File: src/rtl/seg7_pkg.sv
// Shared constants, types and the hex decoder for the result display.
// Segment order is {g,f,e,d,c,b,a}, all active-low.
package seg7_pkg;

    localparam logic [6:0] SEG_BLANK = 7'h7F;
    localparam logic [3:0] AN_OFF    = 4'hF;
    localparam logic [3:0] AN_DIGIT0 = 4'b1110;
    localparam logic [3:0] AN_DIGIT1 = 4'b1101;
    localparam logic [3:0] AN_DIGIT2 = 4'b1011;
    localparam logic [3:0] AN_DIGIT3 = 4'b0111;

    typedef enum logic [1:0] {
        ACC0_LO = 2'b00,
        ACC0_HI = 2'b01,
        ACC1_LO = 2'b10,
        ACC1_HI = 2'b11
    } disp_sel_e;

    function automatic logic [3:0] an_onehot_low(input logic [1:0] digit);
        logic [3:0] an;
        case (digit)
            2'd0:    an = AN_DIGIT0;
            2'd1:    an = AN_DIGIT1;
            2'd2:    an = AN_DIGIT2;
            default: an = AN_DIGIT3;
        endcase
        return an;
    endfunction

    function automatic logic [6:0] hex_to_seg(input logic [3:0] nib);
        logic [6:0] seg;
        case (nib)
            4'h0:    seg = 7'b1000000;
            4'h1:    seg = 7'b1111001;
            4'h2:    seg = 7'b0100100;
            4'h3:    seg = 7'b0110000;
            4'h4:    seg = 7'b0011001;
            4'h5:    seg = 7'b0010010;
            4'h6:    seg = 7'b0000010;
            4'h7:    seg = 7'b1111000;
            4'h8:    seg = 7'b0000000;
            4'h9:    seg = 7'b0010000;
            4'hA:    seg = 7'b0001000;
            4'hB:    seg = 7'b0000011;
            4'hC:    seg = 7'b1000110;
            4'hD:    seg = 7'b0100001;
            4'hE:    seg = 7'b0000110;
            default: seg = 7'b0001110;
        endcase
        return seg;
    endfunction

endpackage

File: src/rtl/seg7_result_display_if.sv
// Accumulator result bus from the TPU debug outputs plus the board controls.
interface seg7_result_display_if;
    logic signed [31:0] acc0;
    logic signed [31:0] acc1;
    logic               acc_valid;
    logic [1:0]         sel;
    logic               hold;

    modport master (output acc0, acc1, acc_valid, sel, hold);
    modport slave  (input  acc0, acc1, acc_valid, sel, hold);
endinterface

File: src/rtl/seg7_scan_timer.sv
// Digit scan timer: slot counter, digit index, blanking window and frame tick.
module seg7_scan_timer #(
    parameter int DIGIT_CYCLES = 100000,
    parameter int BLANK_CYCLES = 1000
) (
    input  logic       clk_100mhz,
    input  logic       rst,
    output logic [1:0] digit,
    output logic       blank,
    output logic       frame_tick
);

    localparam int CW = (DIGIT_CYCLES > 1) ? $clog2(DIGIT_CYCLES) : 1;

    logic [CW-1:0] slot_cnt;
    logic          slot_wrap;

    assign slot_wrap  = (slot_cnt == CW'(DIGIT_CYCLES - 1));
    assign blank      = (slot_cnt < CW'(BLANK_CYCLES));
    assign frame_tick = slot_wrap && (digit == 2'd3);

    always_ff @(posedge clk_100mhz) begin
        if (rst) begin
            slot_cnt <= '0;
            digit    <= 2'd0;
        end else if (slot_wrap) begin
            slot_cnt <= '0;
            digit    <= digit + 2'd1;
        end else begin
            slot_cnt <= slot_cnt + 1'b1;
        end
    end

endmodule

File: src/rtl/seg7_result_display.sv
// Captures TPU accumulator results and shows one selected 16-bit half as hex
// on the four-digit multiplexed display, with sign and "new result" dots.
module seg7_result_display
    import seg7_pkg::*;
#(
    parameter int CLOCK_FREQ   = 100_000_000,
    parameter int REFRESH_HZ   = 1000,
    parameter int BLANK_CYCLES = 1000,
    parameter int FRESH_FRAMES = 250
) (
    input  logic                  clk_100mhz,
    input  logic                  rst,
    seg7_result_display_if.slave  acc_bus,
    output logic [6:0]            seg,
    output logic                  dp,
    output logic [3:0]            an
);

    localparam int DIGIT_CYCLES = CLOCK_FREQ / REFRESH_HZ;

    logic [1:0]         digit;
    logic               blank;
    logic               frame_tick;

    logic signed [31:0] shadow0;
    logic signed [31:0] shadow1;
    logic [15:0]        disp_word;
    logic               disp_sign;
    logic [7:0]         fresh_cnt;

    logic               capture;
    logic [15:0]        sel_word;
    logic               sel_sign;
    logic [3:0]         nibble;

    seg7_scan_timer #(
        .DIGIT_CYCLES (DIGIT_CYCLES),
        .BLANK_CYCLES (BLANK_CYCLES)
    ) u_scan (
        .clk_100mhz (clk_100mhz),
        .rst        (rst),
        .digit      (digit),
        .blank      (blank),
        .frame_tick (frame_tick)
    );

    assign capture = acc_bus.acc_valid && !acc_bus.hold;

    // Selection reads the shadows, so a capture coinciding with a frame tick
    // is latched for display one frame later.
    always_comb begin
        sel_word = shadow0[15:0];
        sel_sign = shadow0[31];
        case (disp_sel_e'(acc_bus.sel))
            ACC0_LO: begin sel_word = shadow0[15:0];  sel_sign = shadow0[31]; end
            ACC0_HI: begin sel_word = shadow0[31:16]; sel_sign = shadow0[31]; end
            ACC1_LO: begin sel_word = shadow1[15:0];  sel_sign = shadow1[31]; end
            ACC1_HI: begin sel_word = shadow1[31:16]; sel_sign = shadow1[31]; end
            default: ;
        endcase
    end

    always_ff @(posedge clk_100mhz) begin
        if (rst) begin
            shadow0   <= '0;
            shadow1   <= '0;
            disp_word <= '0;
            disp_sign <= 1'b0;
            fresh_cnt <= '0;
        end else begin
            if (capture) begin
                shadow0 <= acc_bus.acc0;
                shadow1 <= acc_bus.acc1;
            end
            if (frame_tick) begin
                disp_word <= sel_word;
                disp_sign <= sel_sign;
            end
            if (capture)
                fresh_cnt <= 8'(FRESH_FRAMES);
            else if (frame_tick && (fresh_cnt != 8'd0))
                fresh_cnt <= fresh_cnt - 8'd1;
        end
    end

    always_comb begin
        case (digit)
            2'd0:    nibble = disp_word[3:0];
            2'd1:    nibble = disp_word[7:4];
            2'd2:    nibble = disp_word[11:8];
            default: nibble = disp_word[15:12];
        endcase
    end

    // Output stage: pins follow the scan state of the previous cycle. The dot
    // is dark during blanking along with the segments.
    always_ff @(posedge clk_100mhz) begin
        if (rst || blank) begin
            an  <= AN_OFF;
            seg <= SEG_BLANK;
            dp  <= 1'b1;
        end else begin
            an  <= an_onehot_low(digit);
            seg <= hex_to_seg(nibble);
            case (digit)
                2'd3:    dp <= ~disp_sign;
                2'd0:    dp <= (fresh_cnt == 8'd0);
                default: dp <= 1'b1;
            endcase
        end
    end

endmodule

File: src/flat_wrapper.sv
// flat-port wrapper written by rule: the top's interface ports become plain ports
module seg7_result_display_flat import seg7_pkg::*;
#(
    parameter int CLOCK_FREQ   = 100_000_000,
    parameter int REFRESH_HZ   = 1000,
    parameter int BLANK_CYCLES = 1000,
    parameter int FRESH_FRAMES = 250
)
  (clk_100mhz, rst, seg, dp, an, acc_bus_acc0, acc_bus_acc1, acc_bus_acc_valid, acc_bus_sel, acc_bus_hold);
  seg7_result_display_if acc_bus_i ();
  input  logic clk_100mhz;
  input  logic rst;
  output logic [6:0] seg;
  output logic dp;
  output logic [3:0] an;
  input wire logic [$bits(acc_bus_i.acc0)-1:0] acc_bus_acc0;
  input wire logic [$bits(acc_bus_i.acc1)-1:0] acc_bus_acc1;
  input wire logic [$bits(acc_bus_i.acc_valid)-1:0] acc_bus_acc_valid;
  input wire logic [$bits(acc_bus_i.sel)-1:0] acc_bus_sel;
  input wire logic [$bits(acc_bus_i.hold)-1:0] acc_bus_hold;
  assign acc_bus_i.acc0 = acc_bus_acc0;
  assign acc_bus_i.acc1 = acc_bus_acc1;
  assign acc_bus_i.acc_valid = acc_bus_acc_valid;
  assign acc_bus_i.sel = acc_bus_sel;
  assign acc_bus_i.hold = acc_bus_hold;
  seg7_result_display #(.CLOCK_FREQ(CLOCK_FREQ), .REFRESH_HZ(REFRESH_HZ), .BLANK_CYCLES(BLANK_CYCLES), .FRESH_FRAMES(FRESH_FRAMES)) u_core (.clk_100mhz(clk_100mhz), .rst(rst), .acc_bus(acc_bus_i), .seg(seg), .dp(dp), .an(an));
endmodule
File: config.mk
export PLATFORM = sky130hd
export DESIGN_NAME = seg7_result_display_flat
export DESIGN_NICKNAME = d
export VERILOG_FILES = /design/src/rtl/seg7_pkg.sv /design/src/rtl/seg7_result_display_if.sv /design/src/rtl/seg7_scan_timer.sv /design/src/rtl/seg7_result_display.sv /design/src/flat_wrapper.sv
export SDC_FILE = /design/constraint.sdc
export NUM_CORES = 1
export LEC_CHECK = 0
export CORE_MARGIN = 1
export CORE_UTILIZATION = 35
export DETAILED_ROUTE_END_ITERATION = 7
export HOLD_SLACK_MARGIN = 0.12
export SLEW_MARGIN = 20
export SYNTH_ARGS = -nofsm -noshare
export SYNTH_HDL_FRONTEND = slang
export SYNTH_SLANG_ARGS = --single-unit
File: constraint.sdc
create_clock -name clk_100mhz -period 2.7 [get_ports clk_100mhz]
set_input_delay 0.675 -clock clk_100mhz [delete_from_list [all_inputs] [get_ports clk_100mhz]]
set_output_delay 0.675 -clock clk_100mhz [all_outputs]
set_load 0.02 [all_outputs]
* Word-level counts from Yosys, hierarchy flattened
Memories as Yosys holds them, arrays and structs flattened. A register that Yosys moved wholly into a read port is not among the register bits. Cells that the tools add are included.
Storage, ports and cells: output and inout port bits 12, input bits 70, word-level logic and storage cells 44, memory bits (read-only) 112, memories kept 1, bits in registers 113
Operators by class: order comparisons 1, equal/unequal tests 7, reductions and logical operators 14, bitwise operators 1, add/subtract/negate cells 3, mux-type cells 7
Memory list:
- (no name shown) | depth 16, bits a word 7, rd ports 1, clocked after memory_dff 1, write ports 0, RTL line seg7_pkg.sv:32 | case (nib)
Operators by type and width (number):
- 16-bit one-hot mux with 4 select lines | 1
- 4-bit one-hot mux with 3 select lines | 2
- 17-bit by 1-bit adder with 17-bit output, second input constant | 1
- 17-bit equality test, second input constant | 1
- 17-bit by 10-bit less-than comparator with 1-bit output, second input constant | 1
- 8-bit two-way mux | 2
- 2-bit equality test, second input constant | 4
- 8-bit zero test | 1
- 8-bit nonzero test | 1
- 2-bit OR reduction | 4
- 8-bit by 1-bit subtractor with 8-bit output, second input constant | 1
- 2-bit by 1-bit equality test with 1-bit output, second input constant | 2
- 2-bit zero test | 2
- 1-bit one-hot mux with 2 select lines | 2
- 1-bit logical AND | 3
- 2-bit by 1-bit adder with 2-bit output, second input constant | 1
- 2-bit nonzero test | 1
- 1-bit zero test | 1
- 1-bit logical OR | 1
- 1-bit inverter | 1

* Depth between registers and ports, before layout
Gate-level depths: netlist of run 1.
word-level depth 5, gate-level depth with buffers 9, gate-level depth less buffers 9

* Modules after synthesis
A second synthesis of run 1 with hierarchy kept.
Second synthesis, totals: cell total of the unflattened synthesis 585, area, all modules 5172.5 sq um
Modules (own cells, without submodules):
- seg7_result_display | times used 1, area each 4270.3 sq um, cells an instance 482
- seg7_scan_timer | times used 1, area each 902.1 sq um, cells an instance 103

* Least setup slack after synthesis of run 1
Ideal clock, no wire load.
kind input to register, start input acc_bus_sel[0], end register u_core.disp_word[10], data required time 2.568 ns, arrival 2.128 ns, stages on the path 5, slack 0.440 ns, cells stage by stage buf_2 -> buf_1 -> mux4_2 -> nand3_1 -> a21oi_1
Between the ends: longest elaborated chain between the ends 2
Ends and longest elaborated chain:
- from (decl) | RTL line flat_wrapper.sv:19 | input wire logic [$bits(acc_bus_i.sel)-1:0] acc_bus_sel;
- 2-bit equality test (tied with other cells) | RTL line seg7_result_display.sv:54 | case (disp_sel_e'(acc_bus.sel))
- 16-bit one-hot mux with 4 select lines (*) | RTL line seg7_result_display.sv:54
- to (signal assigned) | RTL line seg7_result_display.sv:76 | disp_word <= sel_word;
- to (decl) | RTL line seg7_result_display.sv:27 | logic [15:0] disp_word;
Mark *: on every way between the ends. The rest lies on a longest branch, timed or not. A chain may end at the register's enable or synchronous reset.

* Worst setup path after layout of run 1
start register u_core.u_scan.digit[0], end register u_core.seg[3]
Between the ends: longest elaborated chain between the ends 2
Ends and longest elaborated chain:
- from (decl) | RTL line seg7_scan_timer.sv:8 | output logic [1:0] digit,
- from (signal assigned) | RTL line seg7_scan_timer.sv:28 | digit <= digit + 2'd1;
- 2-bit equality test (tied with other cells) | RTL line seg7_result_display.sv:87 | case (digit)
- 4-bit one-hot mux with 3 select lines (*) | RTL line seg7_result_display.sv:87
- to (decl) | RTL line seg7_result_display.sv:14 | output logic [6:0] seg,
Marks and branches as above.

==> impl_metrics.toml, run 1 <==
[route]
wl_per_cell_microns = 14.4
vias_per_cell = 5.23
vias = 4585
initialDrtViolationCount = 321
detail-route-antenna-nets = 0
drc_errors = 0
routed_wl_mm = 12.6
dr.pass1.iters = 5

[global_routing]
overflow = 0
grt_pass1_wl_mm = 21.5
grt_use_total = 0.171
grt_pass1_vias = 4483
grt_max_degree = 72
antenna_found_initial = 0

[sta]
setup_viol = 0
drv_slew = 0
fin_crit_sh = 0.877
hold_viol_final = 0
min_period_ns = 2.37
setup_tns_ns = 0
fin_skew_ns = 0.00724
relSlewSlack = 0.460
fmax_ghz = 0.422
tightest_slew_ns = 0.810
timing.hold.ws_ns = 0.452
timing.final.ws_setup_ns = 0.331
rsz0062_at_grt = "no"

[synthesis]
synth_compound_area_frac = 0.166
synth-xor-area-share = 0.0183
ys_warn_count = 0
synth.distinct_cells = 47
syn_nets = 696
synth_mux_area_frac = 0.0764
syn_area_sq_um = 5260
yosys.area.top_type = "dfxtp_1"
yosys-top-cells-area = "dfxtp_1 (46%), nand2_1 (10%), a21oi_1 (8.9%), mux4_2 (6.9%), ha_1 (3.1%)"
synth_top_area_share = 0.457
syn_avg_cell_area_sq_um = 8.58
synth_cells = 613
synth.ff_latch_count = 120
synth_ff_type = "dfxtp_1"
synthSimpleGateAreaFrac = 0.206
ys_seq_area_frac = 0.457
synth_top_family_by_area = "simple AND/OR/NAND/NOR gates"
yosys.area_share.adder = 0.0309
synth_edf_count = 0
async_flop_share = 0

[cts]
post-cts-setup-buffers = 0
worstSkewPairLatency_ns = 0.41
htreeDepth = 4
clkTransAtPathRegs_ns = 0.05
numCtsBuffers = 17
cts_tree = "yes"
cts_buffer_depth = 2
holdBufCountCts = 0
cts_resized = 0
cts_root_buf = "clkbuf_16"
clock-sinks = 120

[cells_and_area]
ff_latch_area_sq_um = 2400
drive_gt1_frac = 0.0983
n_fill_cell = 1393
post-route-util = 0.471
nets = 762
layout_commonest_cell = "nand2_1"
multi_input_area_sq_um = 2630
mostFrequentLayoutCells = "nand2_1 (146), dfxtp_1 (120), a21oi_1 (93), clkdlybuf4s50_1 (80), nand3_1 (29)"
syn2layout_area_growth_pct = 30.7
insertedDiodeCount = 0

[setup_path]
path_buf_inv = 1
cp.required_ns = 2.94
crit_chain = "inv_1 > ha_1 > a222oi_1 > a21oi_2 > ha_1 > nor2b_1 > a221oi_1 > o21ai_0"
critPathTopFamily = "compound AO/OA/AOI/OAI gates"
crit_type = "reg2reg"
slowest_stage = "a222oi_1"
crit_top_cell = "ha_1"
start_kind = "flop"
path_max_fanout = 7
worst_ep_arrival_time_ns = 2.61
endpoint_kind = "flop"
slowest_delay_ns = 0.44

[floorplan]
die-area_sq_um = 15500
rows = 44
die_h_microns = 125
core_sq_um = 14600
start_util = 0.360
die_w_microns = 125
io_pins = 82

[place]
place.gp.congestion = 0.796
dp_slack_ns = 0.282
io_buffer_count = 81
dpl.hpwl_mm = 8.77

[pwr]
p_leak_uw = 0.00242
clkPwrFrac = 0.523
pwr-share-comb = 0.069
p_total_uw = 4560
p_int_uw = 3590
pwr-share-seq = 0.408
power_density_nw_per_um2 = 664
sw_frac_of_total = 0.213
switchingPower_uw = 972
vdd_ir_drop_max_v = 0.000465

[job]
drv_cap = 0

[status]
status = "finished, final reports clean"

[worst_hold_path]
hold_class = "reg2reg"
## worst paths after layout
path | from | to | slack [ns] | cells after the start
max reg2reg | u_core.u_scan.digit[0] | u_core.seg[3] | 0.33 | 8
min | u_core.shadow0[17] | u_core.shadow0[17] | 0.45 | 2
min reg2reg | u_core.shadow0[17] | u_core.shadow0[17] | 0.45 | 2
max | u_core.u_scan.digit[0] | u_core.seg[3] | 0.33 | 8
## sequential cells by signal, indices dropped and copies added, names as in the netlist
| name | cells |
|---|---|
| u_core.disp_word | 16 |
| u_core.seg | 7 |
| u_core.dp | 1 |
| u_core.shadow1 | 32 |
| u_core.disp_sign | 1 |
| u_core.an | 4 |
| u_core.u_scan.slot_cnt | 17 |
| u_core.u_scan.digit | 2 |
| u_core.shadow0 | 32 |
| u_core.fresh_cnt | 8 |
## power groups by stage
stage	registers [uW]	logic (uW)	clock network (uW)
global placement	1890	312	0
CTS	1860	318	2440
detailed placement	1900	317	0
finish	1860	315	2390
floorplan	1890	169	0
global route	1870	348	2520
## tightest hold or removal path: stages, from the launching register on
cell     delay [ns]
dfxtp_1        0.30
nand2_1        0.05
a21oi_1        0.05
## layer usage
metal  part of all wire  track usage  wire (microns)
met1               0.47        0.220            5970
met2               0.46        0.269            5830
met3              0.054       0.0494             678
met4              0.012       0.0638             157
met5                  0            0               0
## kinds of logic after synthesis
group / Yosys count
AOI/OAI and AO/OA: 153
xor gates and xnor gates: 11
adders and majority gates: 13
buffers and inverters: 60
DFF: 120
muxes: 20
and+or+nand+nor: 236
## synth_stat cells (3+ instances only)
cell type and number:
a211oi_1 6, a21oi_1 94, a221oi_1 4, a222oi_1 3, a31oi_1 3, and4_1 4, buf_1 5, buf_2 6
clkbuf_1 35, dfxtp_1 120, ha_1 13, inv_1 13, mux2i_1 3, mux4_2 16, nand2_1 146, nand3_1 29
nand4_1 6, nor2_1 19, nor2b_1 6, nor3_1 3, nor4_1 4, o211ai_1 3, o21ai_0 22, o31ai_1 4
or3_1 6, or4_1 3, xor2_1 9
## per-stage QoR
| stage | cells | instance area (sq um) |
|---|---|---|
| finish | 876 | 6870 |
| global route | 876 | 6870 |
| CTS | 876 | 6870 |
| detailed placement | 844 | 6230 |
| global placement | 844 | 6230 |
| floorplan | 613 | 5260 |
## layout make-up
cell class	count	area share
clock buffers	21	0.0670
well taps	184	0.0335
multi-input cells	433	0.383
clock inverters	11	0.0248
flip-flops and latches	120	0.350
repair buffers	94	0.135
inverters	13	0.00710
No activity file was read; power rests on OpenSTA's default activity.
==> inputs of run 2 (changes only) <==
--- a/config.mk
+++ b/config.mk
@@ -5,7 +5,6 @@
 export SDC_FILE = /design/constraint.sdc
 export NUM_CORES = 1
 export LEC_CHECK = 0
-export CORE_MARGIN = 1
 export CORE_UTILIZATION = 35
 export DETAILED_ROUTE_END_ITERATION = 7
 export HOLD_SLACK_MARGIN = 0.12
==> results of run 2 <==
Same layout as run 1: the final DEF is identical, and so are final timing and power.
==> inputs of run 3 (changes only) <==
--- a/config.mk
+++ b/config.mk
@@ -8,6 +8,7 @@
 export CORE_UTILIZATION = 35
 export DETAILED_ROUTE_END_ITERATION = 7
 export HOLD_SLACK_MARGIN = 0.12
+export REMOVE_ABC_BUFFERS = 1
 export SLEW_MARGIN = 20
 export SYNTH_ARGS = -nofsm -noshare
 export SYNTH_HDL_FRONTEND = slang
==> run 3 against run 2 <==
Combinational power is essentially flat. First-iteration DRC count decreased by 7.5%. Sequential power about the same. Maximum frequency up 0.67%. Power fell by 2.1%. Die area unchanged. Sequential share of layout area up 0.14 points. Routed wire length decreased by 4.5%. Non-clock buffer count fell by 2. Cell count is 0.46% lower. Critical path type unchanged. Largest power group unchanged. Highest routed layer unchanged.
==> impl_metrics.toml, run 3 (synthesis results as in run 1) <==
[status]
status = "finished, final reports clean"

[floorplan]
die_w_microns = 125
die_h_microns = 125
start_util = 0.360
core_sq_um = 14600
die-area_sq_um = 15500
io_pins = 82
rows = 44

[setup_path]
worst_ep_arrival_time_ns = 2.60
start_kind = "flop"
crit_top_cell = "ha_1"
path_max_fanout = 7
endpoint_kind = "flop"
path_buf_inv = 1
critPathTopFamily = "compound AO/OA/AOI/OAI gates"
crit_chain = "inv_1 > ha_1 > a222oi_1 > a21oi_2 > ha_1 > nor2b_1 > a221oi_1 > o21ai_0"
cp.required_ns = 2.95
slowest_stage = "a222oi_1"
slowest_delay_ns = 0.45
crit_type = "reg2reg"

[global_routing]
met1_usage = 0.216
grt_max_degree = 60
grt_busiest_layer = "met2"
grt.met3_usage = 0.0451
overflow = 0
grt_pass1_wl_mm = 20.7
antenna_found_initial = 0
grt_use_total = 0.162
use_met2 = 0.253
grt_pass1_vias = 4400

[route]
routed_wl_mm = 12.1
dr.pass1.iters = 5
detail-route-antenna-nets = 0
vias_per_cell = 5.17
wl_per_cell_microns = 13.8
vias = 4504
drc_errors = 0
initialDrtViolationCount = 297

[cells_and_area]
drive_gt1_frac = 0.0930
syn2layout_area_growth_pct = 30.1
insertedDiodeCount = 0
nets = 760
mostFrequentLayoutCells = "nand2_1 (146), dfxtp_1 (120), a21oi_1 (93), clkdlybuf4s50_1 (80), nand3_1 (29)"
layout_commonest_cell = "nand2_1"
post-route-util = 0.469
fin_area_sq_um = 6840
top_regs = "u_core.shadow0 x32, u_core.shadow1 x32, u_core.u_scan.slot_cnt x17"

[place]
io_buffer_count = 81
dpl_cell_area_sq_um = 6230
dpl.hpwl_mm = 8.33
place.gp.congestion = 0.875

[sta]
tightest_slew_ns = 0.867
setup_viol = 0
relSlewSlack = 0.422
timing.hold.ws_ns = 0.452
fmax_ghz = 0.425
hold_viol_final = 0
fin_crit_sh = 0.871
rsz0062_at_grt = "no"
fin_skew_ns = 0.00630
drv_slew = 0
min_period_ns = 2.35

[pwr]
vdd_ir_drop_max_v = 0.000454
power_density_nw_per_um2 = 653
p_leak_uw = 0.00241

[cts]
cts_root_buf = "clkbuf_16"
cts_tree = "yes"
clkTransAtPathRegs_ns = 0.05
worstSkewPairLatency_ns = 0.41
cts_buffer_depth = 2
clock-sinks = 120
holdBufCountCts = 0
numCtsBuffers = 17
post-cts-setup-buffers = 0
htreeDepth = 4
cts_resized = 0

[job]
drv_cap = 0

[worst_hold_path]
hold_class = "reg2reg"
## run 3: cell count changes in the layout (fill, tap and decap cells not counted)
cell / delta
inv_6: -1
buf_12: +1
bufinv_16: -1
clkinv_4: -1
buf_4: -3
clkbuf_8: +2
clkinv_2: -1
## run 3: where the power goes
part	internal, uW	leakage [uW]	switching, uW
combinational	172	0.00114	140
sequential	1830	0.000977	30.5
clock	1540	0.000287	761
## run 3: path summary, 6_finish.rpt
check / from / end / slack [ns] / depth (start not counted)
hold reg to reg: u_core.shadow0[4] / u_core.shadow0[4] / 0.45 / 2
setup / recovery: u_core.u_scan.digit[0] / u_core.seg[3] / 0.35 / 8
hold / removal: u_core.shadow0[4] / u_core.shadow0[4] / 0.45 / 2
setup reg to reg: u_core.u_scan.digit[0] / u_core.seg[3] / 0.35 / 8
## run 3: worst register-to-register path, stage by stage (launching register included)
cell	delay [ns]
dfxtp_1	0.40
inv_1	0.10
ha_1	0.28
a222oi_1	0.45
a21oi_2	0.19
ha_1	0.27
nor2b_1	0.14
a221oi_1	0.25
o21ai_0	0.12
## run 3: per-stage QoR
stage                     setup WS (ns)  total power, uW  cells  TNS (ns)
after floorplan                  -0.731             2020    566    -44.15
after global placement            0.411             2200    842         0
after detailed placement          0.244             2210    842         0
after CTS                         0.232             4500    872         0
after global routing              0.108             4630    872         0
final                             0.347             4470    872         0
## run 3: cell type report
class / count / area, sq um
Multi-Input combinational cell: 433 / 2630
Sequential cell: 120 / 2400
Fill cell: 1371 / 7750
Timing Repair Buffer: 92 / 926
Clock inverter: 7 / 118
Inverter: 13 / 48.8
Clock buffer: 23 / 488
Tap cell: 184 / 230
## run 3: routing by layer
layer | vias up | routed length [microns]
li1 | 2280 | -
met1 | 2096 | 5880
met2 | 113 | 5470
met3 | 15 | 557
met4 | 0 | 153
met5 | - | 0
